$ cat src/rtl/counter_seq_pkg.sv
// Shared types and default sizing for the counter sequencer.
package counter_seq_pkg;

  localparam int unsigned DEF_WIDTH          = 3;
  localparam int unsigned DEF_FIFO_DEPTH     = 4;
  localparam int unsigned DEF_TIMEOUT_CYCLES = 16;

  typedef enum logic [2:0] {
    S_IDLE,
    S_LOAD,
    S_ARM,
    S_RUN,
    S_COMPLETE,
    S_ERROR
  } seq_state_e;

endpackage

$ cat src/rtl/seq_cmd_fifo.sv
// Synchronous command FIFO with registered empty/full flags and a look-ahead empty flag.
module seq_cmd_fifo #(
  parameter int unsigned WIDTH = 3,
  parameter int unsigned DEPTH = 4
) (
  input  logic             clk,
  input  logic             reset_n,
  input  logic             push,
  input  logic [WIDTH-1:0] data,
  input  logic             pop,
  output logic [WIDTH-1:0] head,
  output logic             empty,
  output logic             full,
  output logic             empty_next_c
);

  localparam int unsigned PTR_W = $clog2(DEPTH);
  localparam int unsigned CNT_W = PTR_W + 1;

  logic [WIDTH-1:0] mem [DEPTH];
  logic [PTR_W-1:0] wr_ptr;
  logic [PTR_W-1:0] rd_ptr;
  logic [CNT_W-1:0] count;
  logic [CNT_W-1:0] count_next;

  // Occupancy after this edge; simultaneous push and pop leaves it unchanged.
  always_comb begin
    count_next = count;
    case ({push, pop})
      2'b10:   count_next = count + CNT_W'(1);
      2'b01:   count_next = count - CNT_W'(1);
      default: count_next = count;
    endcase
  end

  assign empty_next_c = (count_next == '0);
  assign head         = mem[rd_ptr];

  always_ff @(posedge clk) begin
    if (push) mem[wr_ptr] <= data;
  end

  always_ff @(posedge clk) begin
    if (!reset_n) begin
      wr_ptr <= '0;
      rd_ptr <= '0;
      count  <= '0;
      empty  <= 1'b1;
      full   <= 1'b0;
    end else begin
      if (push) wr_ptr <= wr_ptr + PTR_W'(1);
      if (pop)  rd_ptr <= rd_ptr + PTR_W'(1);
      count <= count_next;
      empty <= (count_next == '0);
      full  <= (count_next == CNT_W'(DEPTH));
    end
  end

endmodule

$ cat src/rtl/counter_sequencer.sv
// Drives an external down-counter through load/arm/run/complete for each buffered command,
// with a watchdog that parks in ERROR until err_clr.
module counter_sequencer
  import counter_seq_pkg::*;
#(
  parameter int unsigned WIDTH          = DEF_WIDTH,
  parameter int unsigned FIFO_DEPTH     = DEF_FIFO_DEPTH,
  parameter int unsigned TIMEOUT_CYCLES = DEF_TIMEOUT_CYCLES
) (
  input  logic             clk,
  input  logic             reset_n,
  input  logic             cmd_valid,
  output logic             cmd_ready,
  input  logic [WIDTH-1:0] cmd_value,
  output logic             cnt_load,
  output logic [WIDTH-1:0] cnt_count_to,
  output logic             cnt_count_en,
  input  logic             cnt_done,
  input  logic             err_clr,
  output logic             busy,
  output logic             seq_done,
  output logic [7:0]       done_count,
  output logic             timeout_err
);

  localparam int unsigned TIMER_W = $clog2(TIMEOUT_CYCLES) + 1;

  seq_state_e         state;
  seq_state_e         state_next;
  logic [TIMER_W-1:0] timer;
  logic               push_c;
  logic               pop_c;
  logic               fifo_empty;
  logic               fifo_full;
  logic               fifo_empty_next_c;
  logic [WIDTH-1:0]   fifo_head;

  assign cmd_ready = ~fifo_full;
  assign push_c    = cmd_valid & ~fifo_full;

  seq_cmd_fifo #(
    .WIDTH (WIDTH),
    .DEPTH (FIFO_DEPTH)
  ) u_fifo (
    .clk          (clk),
    .reset_n      (reset_n),
    .push         (push_c),
    .data         (cmd_value),
    .pop          (pop_c),
    .head         (fifo_head),
    .empty        (fifo_empty),
    .full         (fifo_full),
    .empty_next_c (fifo_empty_next_c)
  );

  // Next-state logic; the FIFO head is retired only when leaving COMPLETE or ERROR.
  always_comb begin
    state_next = state;
    pop_c      = 1'b0;
    case (state)
      S_IDLE:     if (!fifo_empty) state_next = S_LOAD;
      S_LOAD:     state_next = S_ARM;
      S_ARM:      state_next = S_RUN;
      S_RUN: begin
        if (cnt_done)                                   state_next = S_COMPLETE;
        else if (timer == TIMER_W'(TIMEOUT_CYCLES - 1)) state_next = S_ERROR;
      end
      S_COMPLETE: begin
        pop_c      = 1'b1;
        state_next = S_IDLE;
      end
      S_ERROR: begin
        if (err_clr) begin
          pop_c      = 1'b1;
          state_next = S_IDLE;
        end
      end
      default:    state_next = S_IDLE;
    endcase
  end

  // Outputs are registered from the next state so they track the current state exactly.
  always_ff @(posedge clk) begin
    if (!reset_n) begin
      state        <= S_IDLE;
      timer        <= '0;
      done_count   <= '0;
      cnt_load     <= 1'b0;
      cnt_count_to <= '0;
      cnt_count_en <= 1'b0;
      seq_done     <= 1'b0;
      timeout_err  <= 1'b0;
      busy         <= 1'b0;
    end else begin
      state        <= state_next;
      cnt_load     <= (state_next == S_LOAD);
      cnt_count_to <= (state_next == S_LOAD) ? fifo_head : '0;
      cnt_count_en <= (state_next == S_ARM) || (state_next == S_RUN);
      seq_done     <= (state_next == S_COMPLETE);
      timeout_err  <= (state_next == S_ERROR);
      busy         <= (state_next != S_IDLE) || !fifo_empty_next_c;
      if (state == S_COMPLETE) done_count <= done_count + 8'(1);
      if (state == S_LOAD) begin
        timer <= '0;
      end else if ((state == S_ARM || state == S_RUN) && timer != '1) begin
        timer <= timer + TIMER_W'(1);
      end
    end
  end

endmodule

$ cat config.mk
export PLATFORM = sky130hd
export DESIGN_NAME = counter_sequencer
export DESIGN_NICKNAME = d
export VERILOG_FILES = /design/src/rtl/counter_seq_pkg.sv /design/src/rtl/seq_cmd_fifo.sv /design/src/rtl/counter_sequencer.sv
export SDC_FILE = /design/constraint.sdc
export NUM_CORES = 1
export LEC_CHECK = 0
export ABC_AREA = 1
export CORE_UTILIZATION = 55
export CTS_CLUSTER_DIAMETER = 120
export CTS_CLUSTER_SIZE = 12
export DETAILED_ROUTE_END_ITERATION = 6
export PLACE_DENSITY = 0.85
export SLEW_MARGIN = 20
export SYNTH_ARGS = -nofsm -noshare
export SYNTH_HDL_FRONTEND = slang
export SYNTH_SLANG_ARGS = --single-unit
$ cat constraint.sdc
create_clock -name clk -period 4.9 [get_ports clk]
set_clock_uncertainty 0.15 [all_clocks]
set_input_delay 0.49 -clock clk [delete_from_list [all_inputs] [get_ports clk]]
set_output_delay 0.49 -clock clk [all_outputs]
set_load 0.1 [all_outputs]
==> out/metrics.cfg <==
[clock_network]
cts.repair.resized=0
clk_pin_slew_ns=0.13
cts_setup_buffers=0
cts_hold_buffers=0
htreeDepth=2
cts_tree=yes
numCtsBuffers=5
clockRootBuffer=clkbuf_4
clock_sinks=45
clock_latency_ns=0.37
clock_path_buffers=2

[placed_design]
post-dp-hpwl_um=2410
dpl_cell_area_um2=2230
place_ws_ns=2.25
port_buffers=24
gp_congestion=0.810

[yosys]
synthTopCellsByCount=42 x nand2_1, 38 x inv_1, 35 x nor2_1, 33 x dfxtp_1, 14 x o21ai_0
ys.flop_type=dfxtp_1
synth-edff-count=12
syn_nets=250
avgSynthCellArea_um2=8.39
synth.distinct_cells=25
yosys-top-cells-area=dfxtp_1 34%, edfxtp_1 19%, nand2_1 8.1%
synth-seq-cells=45
synthDominantCellAreaShare_pct=33.9
postSynth.asyncResetShare_pct=0
synth_most_common_cell=nand2_1
yosys_warnings=0
syn-cell-area_um2=1950
ys_seq_area_share_pct=52.4
synth_top_area_cell=dfxtp_1
synth_cells=232

[power_and_ir_drop]
switching_share_pct=29.0
share_comb_of_total_power_pct=16.6
ir_drop_mv=0.201
power_uw=730
seqPwrFrac_pct=56.4
p_int_uw=518
power_density_nw_per_um2=318
clkPwrFrac_pct=26.9
leakagePower_nw=0.984
p_sw_uw=212

[timing]
period_needed_ns=2.58
slew_viol_final=0
setup_tns_ns=0
tightest_slew_ns=0.967
relSlewSlack_pct=35.3
setup_viol=0
fmax_ghz=0.388
grt_setup_unrepaired=false
worst_slack_ns=2.32
hold_viol_final=0
period_share_pct=52.6

[route]
first_pass_iters=4
num_vias=1487
drc=0
ant_nets=0
wl_per_cell_um=10.3
initialDrtViolationCount=46
vias_per_cell=4.83
wl_um=3160

[worst_setup_path]
critical_path_class=flop to primary output
r2r-end=busy
rr_startpoint=state[2]
slowest_stage=clkdlybuf4s50_1
critPathMaxFanout=4
critPathCaptureType=primary output
path_buf_inv=1
crit_arrival_ns=1.94
r2r_cells=10
crit_path_cell_trace=clkdlybuf4s50_1
endpoint=done_count[0]
startpoint_type=flop
startpoint=done_count[0]
slowest_delay_ns=1.16
crit_family=buffers and inverters
cp_data_required_time_ns=4.26
crit_cells=1
r2r_slack_ns=2.69

[worst_hold_path]
hp-start=timer[3]
hp-class=flop to flop

[floorplan]
die_area_um2=3780
fp.dieW_um=61.5
row_count=21
initial_core_util_pct=57.9
coreArea_um2=3360
die_y_um=61.5
ios=25

[run]
maxCapViolations=0

[layout]
syn_to_final_growth_pct=17.9
diodes=0
regArea_um2=1020
n_fill_cell=296
multi_input_area_um2=757
design_area_um2=2300
fin_util_pct=68.3
drive_gt1_share_pct=4.96
nets=279

[grt]
grt_start_max_net_pins=16
grt_pass1_vias=1188
grt_pass1_wl_um=5020
grtUsageTotal_pct=19.0
overflow=0
antenna_found_initial=0

[outcome]
status=complete, no violations

[power by group through the flow]
stage          sequential, mW  clock, mW  combinational (mW)
3_5_place_dp            0.421          0               0.122
3_3_place_gp            0.420          0               0.119
4_1_cts                 0.412      0.202               0.122
2_1_floorplan           0.461          0              0.0506
6_report                0.412      0.197               0.121
5_1_grt                 0.415      0.220               0.133
[per-stage QoR]
stage,hold slack (ns),instances
global route,0.374,308
CTS,0.327,308
global placement,0.308,300
detailed placement,0.309,300
finish,0.325,308
floorplan,0.295,232
[layout make-up]
type                       count  area share, %
tap                           46           2.51
timing repair buffer          24           10.5
multi-input combinational    145           33.0
sequential                    45           44.5
clock inverter                 1          0.218
clock buffer                   7           2.83
inverter                      40           6.54
[worst min-delay path by stage]
stage                     slack, ns  cells after the start       end
after floorplan                0.30                      2  timer[3]
after global placement         0.31                      2  timer[3]
after global routing           0.37                      2  timer[3]
after detailed placement       0.31                      2  timer[3]
final                          0.33                      2  timer[3]
after CTS                      0.33                      2  timer[3]
[tightest hold or removal path, delay by kind of cell (launching register included)]
family	cells	cell delay [ns]
flops	1	0.33
simple gates	1	0.06
compound gates	1	0.05
[cells by family (layout without fill, tap and decap cells)]
| group | Yosys count | after routing | share of synthesized area [%] |
|---|---|---|---|
| AO/OA/AOI/OAI | 29 | 29 | 7.78 |
| XOR/XNOR | 3 | 3 | 1.35 |
| adder cells (fa/ha/maj) | 10 | 10 | 6.81 |
| AND/OR/NAND/NOR | 103 | 103 | 22.9 |
| flip-flops | 45 | 45 | 52.4 |
| buffers and inverters | 42 | 72 | 8.68 |
[routing by layer]
metal | part of all wire [%] | vias up | track usage, %
met3 | 3.9 | 6 | 7.14
li1 | - | 802 | -
met2 | 47 | 24 | 31.0
met4 | 1.8 | 0 | 8.89
met1 | 47 | 655 | 22.2
met5 | 0 | - | 0
[placed cells by master (no fill, tap or decap), types with 3 or more instances in the layout]
cell,instances
edfxtp_1,12
clkdlybuf4s50_1,24
nor2_1,35
inv_1,38
a21oi_1,11
nand3_1,8
clkbuf_4,5
nand4_1,4
nor3_1,8
o21ai_0,14
dfxtp_1,33
nand2_1,42
o22ai_1,3
ha_1,9
[sequential cells by signal (all words and copies together) (netlist names)]
signal,count
u_fifo.empty,1
u_fifo.full,1
cnt_count_to,3
timeout_err,1
seq_done,1
u_fifo.mem,12
u_fifo.count,3
busy,1
cnt_count_en,1
u_fifo.wr_ptr,2
u_fifo.rd_ptr,2
done_count,8
timer,5
state,3
cnt_load,1
(Power assumes the default switching activity.)
